## config.mk

```make
export PLATFORM = sky130hd
export DESIGN_NAME = capture_buffer
export DESIGN_NICKNAME = d
export VERILOG_FILES = /design/src/rtl/capture_buffer.sv
export SDC_FILE = /design/constraint.sdc
export NUM_CORES = 1
export LEC_CHECK = 0
export CAP_MARGIN = 20
export CORE_UTILIZATION = 25
export CTS_BUF_LIST = sky130_fd_sc_hd__clkbuf_4 sky130_fd_sc_hd__clkbuf_8 sky130_fd_sc_hd__clkbuf_16
export DETAILED_ROUTE_END_ITERATION = 7
export DONT_BUFFER_PORTS = 1
export GPL_TIMING_DRIVEN = 0
export PLACE_DENSITY = 0.44
export SETUP_SLACK_MARGIN = 0.2
export SYNTH_ARGS = -nofsm -noshare
export SYNTH_HDL_FRONTEND = slang
export SYNTH_SLANG_ARGS = --single-unit
```

## constraint.sdc

```tcl
create_clock -name clk -period 2.96 [get_ports clk]
set_input_delay 0.592 -clock clk [delete_from_list [all_inputs] [get_ports clk]]
set_output_delay 0.592 -clock clk [all_outputs]
set_load 0.005 [all_outputs]
```

## src/rtl/capture_buffer.sv

```systemverilog
// Captures q/qbar sample pairs during a start/stop window, counts complement violations, then drains records in order.
// Latency: a sample is stored on the edge where in_valid is seen; out_data is read straight from storage (zero cycles).
// Backpressure: out_data/out_valid are held while out_ready is low; samples arriving on a full buffer are dropped and flagged.
module capture_buffer #(
  parameter int N     = 8,
  parameter int DEPTH = 16,
  parameter int AW    = 4
) (
  input  logic             clk,
  input  logic             reset,
  input  logic             start,
  input  logic             stop,
  input  logic             in_valid,
  input  logic [N-1:0]     q,
  input  logic [N-1:0]     qbar,
  output logic [2*N-1:0]   out_data,
  output logic             out_valid,
  input  logic             out_ready,
  output logic [AW:0]      count,
  output logic             busy,
  output logic             overflow,
  output logic [15:0]      mismatch_cnt,
  output logic             done
);

  typedef enum logic [1:0] {
    S_IDLE    = 2'd0,
    S_CAPTURE = 2'd1,
    S_DRAIN   = 2'd2,
    S_DONE    = 2'd3
  } state_t;

  localparam logic [AW:0] FULL_CNT = (AW+1)'(DEPTH);

  state_t               state;
  state_t               state_nx;
  logic [2*N-1:0]       mem [DEPTH];
  logic [AW-1:0]        wr_ptr;
  logic [AW-1:0]        rd_ptr;
  logic                 full;
  logic                 sample;
  logic                 wr_en;
  logic                 pop;
  logic                 bad;

  // Per-cycle qualifiers derived from state and inputs.
  always_comb begin
    full   = (count == FULL_CNT);
    sample = (state == S_CAPTURE) && in_valid;
    wr_en  = sample && !full;
    bad    = (q != ~qbar);
    pop    = out_valid && out_ready;
  end

  assign out_valid = (state == S_DRAIN) && (count != '0);
  assign out_data  = mem[rd_ptr];
  assign busy      = (state == S_CAPTURE) || (state == S_DRAIN);
  assign done      = (state == S_DONE);

  // State register; reset abandons any window in progress without a done pulse.
  always_ff @(posedge clk) begin
    if (reset) begin
      state <= S_IDLE;
    end else begin
      state <= state_nx;
    end
  end

  // Next-state logic: window open/close, drain until empty, one-cycle DONE.
  always_comb begin
    state_nx = state;
    case (state)
      S_IDLE:    if (start) state_nx = S_CAPTURE;
      S_CAPTURE: if (stop)  state_nx = S_DRAIN;
      S_DRAIN:   if ((count == '0) || (pop && (count == (AW+1)'(1)))) state_nx = S_DONE;
      S_DONE:    state_nx = S_IDLE;
      default:   state_nx = S_IDLE;
    endcase
  end

  // Pointers, occupancy and status flags; writes and pops never coincide (different states).
  always_ff @(posedge clk) begin
    if (reset) begin
      wr_ptr       <= '0;
      rd_ptr       <= '0;
      count        <= '0;
      overflow     <= 1'b0;
      mismatch_cnt <= '0;
    end else begin
      if ((state == S_IDLE) && start) begin
        overflow     <= 1'b0;
        mismatch_cnt <= '0;
      end
      if (wr_en) begin
        wr_ptr <= wr_ptr + 1'b1;
        count  <= count + 1'b1;
      end else if (pop) begin
        rd_ptr <= rd_ptr + 1'b1;
        count  <= count - 1'b1;
      end
      if (sample && full) begin
        overflow <= 1'b1;
      end
      if (sample && bad && (mismatch_cnt != 16'hFFFF)) begin
        mismatch_cnt <= mismatch_cnt + 16'd1;
      end
    end
  end

  // Record storage; contents need no reset since count gates every read.
  always_ff @(posedge clk) begin
    if (wr_en) begin
      mem[wr_ptr] <= {q, qbar};
    end
  end

endmodule

```

---- After elaboration in Yosys (flattened, before gate mapping) ----
Memories as Yosys holds them, arrays and structs flattened. A register that Yosys moved wholly into a read port is not among the register bits.
Index checks and enable logic that the tools add are counted.
word-level totals
  register bits ........................... 32
  bits in writable memories ............... 256
  bits of input ports ..................... 22
  output and inout bits ................... 41
  logic and storage cells ................. 58
  memories kept ........................... 1
operators by class
  $add $sub $neg .......................... 5
  eq/ne operators ......................... 10
  muxes and demuxes ....................... 14
  bitwise operators ....................... 2
  reduce and logical (&&, ||, !) cells .... 20
memory list
  memory  depth  bits a word  rd ports  clocked after memory_dff  write ports  RTL line  text
  mem     16     16           1         1                         1            37        logic [2*N-1:0] mem [DEPTH];
operator list
  cell                                                                number
  16-bit 2-to-1 mux                                                   2
  16-bit by 1-bit adder with 16-bit output, second input constant     1
  16-bit inequality test, second input constant                       1
  5-bit 2-to-1 mux                                                    2
  1-bit logical AND                                                   9
  4-bit by 1-bit adder with 4-bit output, second input constant       2
  4-bit 2-to-1 mux                                                    2
  8-bit inequality test                                               1
  8-bit inverter                                                      1
  2-bit case mux with 4 select lines                                  1
  2-bit 2-to-1 mux                                                    3
  2-bit nonzero test                                                  3
  5-bit by 1-bit adder with 5-bit output, second input constant       1
  5-bit by 1-bit == test with 1-bit output, second input constant     1
  5-bit == test, second input constant                                1
  5-bit logical NOT                                                   1
  5-bit nonzero test                                                  1
  5-bit by 1-bit subtractor with 5-bit output, second input constant  1
  2-bit == test, second input constant                                2
  1-bit 2-to-1 mux                                                    4
  2-bit inequality test, second input constant                        2
  3-bit AND reduction                                                 1
  2-bit by 1-bit == test with 1-bit output, second input constant     1
  2-bit logical NOT                                                   1
  other kinds (5)                                                     6

---- Depth between registers and ports, before layout ----
  depth in word-level cells ............... 7
  gate-level depth with buffers ........... 8
  depth with buffers taken out ............ 7

---- Worst setup path before layout ----
Ideal clock, no wire load.
  kind .................................... register to output
  start ................................... register (tool-made name)
  end ..................................... output out_data[0]
  data arrival time ....................... 1.795 ns
  data required time ...................... 2.368 ns
  path slack .............................. 0.573 ns
  cell stages (with the launch flop) ...... 5
  path through ............................ dfxtp_1 -> buf_2 -> buf_2 -> mux4_2 -> mux4_2
RTL lines
  element        RTL line  text
  end, declared  16        output logic [2*N-1:0] out_data,

==> results.tsv <==
stage	metric	value	unit
route	vias_per_cell	4.59	
clocking	cts_inserted_buffers	30	
synthesis	synth-seq-area-share	0.723	
setup_path	path_class	reg -> out	
placement	gp_congestion	0.794	
setup_path	worst_ep_required_time	2.37	ns
floorplan	initial_core_util	0.255	
setup_path	crit_family	multiplexers	
placement	dp_slack	-0.324	ns
synthesis	netlist_area	11600	sq um
synthesis	synth_cell_types	52	
global_routing	gr-total-overflow	0	
final_layout	drive_above_1_share	0.290	
synthesis	syn_nets	623	
setup_path	max_stage_delay	0.55	ns
timing	rsz0062_at_grt	yes	
clocking	cts_tree	yes	
outcome	status	finished, violations left	
synthesis	synthTopCellsByArea	edfxtp_1 (66%), mux4_2 (15%), dfxtp_1 (6.2%)	
timing	worstMarginPinSlew	0.741	ns
final_layout	fillCellCount	4467	
global_routing	grt_pass1_vias	6280	
timing	clock-skew-final	0.0223	ns
global_routing	antenna_found_initial	0	
setup_path	slowest_stage	mux4_2	
setup_path	cp_max_fo	6	
floorplan	rows	78	
placement	io_buffers	0	
clocking	cts_sinks	292	
final_layout	fin_nets	664	
synthesis	async_flop_share	0	
synthesis	ys_seq_elements	292	
timing	fmax	0.337	GHz
global_routing	grt_usage	0.121	
power	leakage	4.21	nW
worst_hold_path	min_from	qbar[6]	
synthesis	ys.flop_type	edfxtp_1	
route	drt_iter0_markers	314	
timing	slew_headroom	0.502	
timing	finalCriticalPeriod	2.96	ns
global_routing	grt_max_degree	18	
synthesis	synth_enable_flop_cells	256	
synthesis	synth_warnings	0	
power	ir_drop	0.000339	V
power	power.density	662	nW/um^2
synthesis	synth.avg_cell_area	19.8	sq um
setup_path	critical_path_buf_inv_count	3	
clocking	cts_root_buf	clkbuf_16	
synthesis	synth.most_common_cell	edfxtp_1	
setup_path	critPathCaptureType	output port	
timing	post-route-period-util	1.00	
floorplan	pin_count	63	
setup_path	worst_setup_path_start_kind	flip-flop	
run	maxCapViolCount	0	
clocking	holdBufCountCts	0	
power	power	9.13	mW
placement	dpl-instance-area	12400	sq um
timing	timing.hold.ws	0.106	ns
worst_hold_path	min_path_type	in -> reg	
route	drt-total-wl	28.1	mm
clocking	clockBufferDepth	3	
setup_path	crit_chain	buf_12 > buf_16 > buf_12 > mux4_2 > mux4_2	
route	drc	0	
synthesis	synth_common_cells	edfxtp_1 (256), mux4_2 (80), dfxtp_1 (36)	
outcome	failed_checks	setup timing	
floorplan	core	45700	sq um
floorplan	die-area	47400	sq um
timing	setup_violations	1	
final_layout	stdcell_area	13800	sq um
setup_path	worstReg2RegStart	count[0]	
synthesis	synthCells	587	
route	ant_nets	0	
floorplan	die_x	218	microns
route	routedWlPerCell	22.5	microns
route	vias	5745	
setup_path	worst-endpoint-arrival	2.37	ns
placement	dp_hpwl	17.3	mm
route	dr.pass1.iters	5	
clocking	clk_latency	0.58	ns
timing	final-hold-violation-count	0	
clocking	path_clk_slew	0.06	ns
synthesis	synth.largest_area_cell	edfxtp_1	
final_layout	area_growth	18.7	%
timing	slew_violations	0	
timing	finalWorstSetupSlack	-0.00366	ns
global_routing	grt_pass1_wl	41.4	mm
final_layout	antennaDiodeCount	0	
clocking	cts_max_level	1	
floorplan	die_h	218	microns
synthesis	synth.top_cell.area_share	0.661	
cell families (layout without fill, tap and decap cells):
logic type,count (synthesis),in the layout,share of synthesized area
flops,292,292,0.723
mux,84,84,0.158
fa+ha+maj,14,14,0.0151
xor+xnor,21,21,0.0158
simple gates,93,93,0.0467
compound gates,42,42,0.0269
buf+inv,41,105,0.0144
path summary, 6_finish.rpt:
kind	to	cells past startpoint	slack, ns
setup reg to reg	mem[15][14]	6	0.41
setup / recovery	out_data[13]	5	-0.004
hold / removal	mem[0][6]	0	0.11
hold reg to reg	state[0]	2	0.52
cells in the final DEF (no fill, tap or decap), types with 3 or more instances in the layout:
cell       Yosys  routed
edfxtp_1     256     256
mux4_2        80      80
dfxtp_1       36      33
clkbuf_16      0      30
nor2_1        21      20
xor2_1        16      16
inv_1         14      14
ha_1          14      14
a31oi_1       13      13
nand2_1       12      12
clkbuf_4       0       9
and2_4         1       9
nand4_1        9       9
buf_12         0       8
nand3_1        7       7
and3_1         6       6
clkbuf_8       0       5
buf_16         0       5
clkbuf_1      13       5
and4_2         1       5
or3_1          5       5
xnor2_1        5       5
clkinv_1       0       5
and2_2         0       4
o221ai_1       4       4
mux2i_1        4       4
bufinv_16      0       4
clkinv_2       0       4
buf_2         10       3
buf_4          0       3
a21oi_1        3       3
o2bb2ai_1      3       3
a22oi_1        3       3
power by group:
part           internal [mW]  switching (mW)
combinational          0.281           0.340
sequential              4.56          0.0605
clock                   2.29            1.60
total                   7.13            2.00
per-stage QoR:
| step | setup TNS, ns | util | instances |
|---|---|---|---|
| after floorplan | 0 | - | 587 |
| after global placement | -18.31 | 0.271 | 1187 |
| after detailed placement | -24.89 | 0.271 | 1188 |
| after CTS | -0.352 | 0.302 | 1251 |
| after global routing | -0.655 | 0.302 | 1251 |
| final | -0.00366 | 0.302 | 1251 |
metal layers:
layer	share of wire	track usage	vias to the layer above	wire, microns
met1	0.42	0.151	3058	11900
li1	-	-	2502	-
met4	0.022	0.0300	0	616
met5	0	0	-	0
met3	0.061	0.0308	39	1730
met2	0.50	0.206	146	13900
sequential cells by signal (all words and copies together) (netlist names), named ones only:
register,cells
state,2
mismatch_cnt,16
rd_ptr,4
wr_ptr,4
count,5
mem,256
overflow,1
final cells by class:
cell class,instances,area (sq um),share of cell area
multi-input combinational,254,3090,0.224
timing repair buffer,9,180,0.0131
clock buffer,37,803,0.0582
sequential,292,8410,0.610
inverter,14,52.6,0.00381
tap,600,751,0.0544
buffer,27,290,0.0210
clock inverter,18,221,0.0160
worst reg2reg max path: stages, from the launching register on:
cell      delay [ns]
dfxtp_2         0.41
inv_1           0.11
ha_1            0.22
and4bb_2        0.27
nor2_1          0.24
buf_2           0.27
and4_2          0.67
what timing repair did:
item,CTS,global route
endpoints found under the hold margin,0,0
resized for setup,76,9
buffers inserted,4,0
gates cloned,4,0
endpoints found under the setup margin,272,267
No activity file was read; power rests on OpenSTA's default activity.
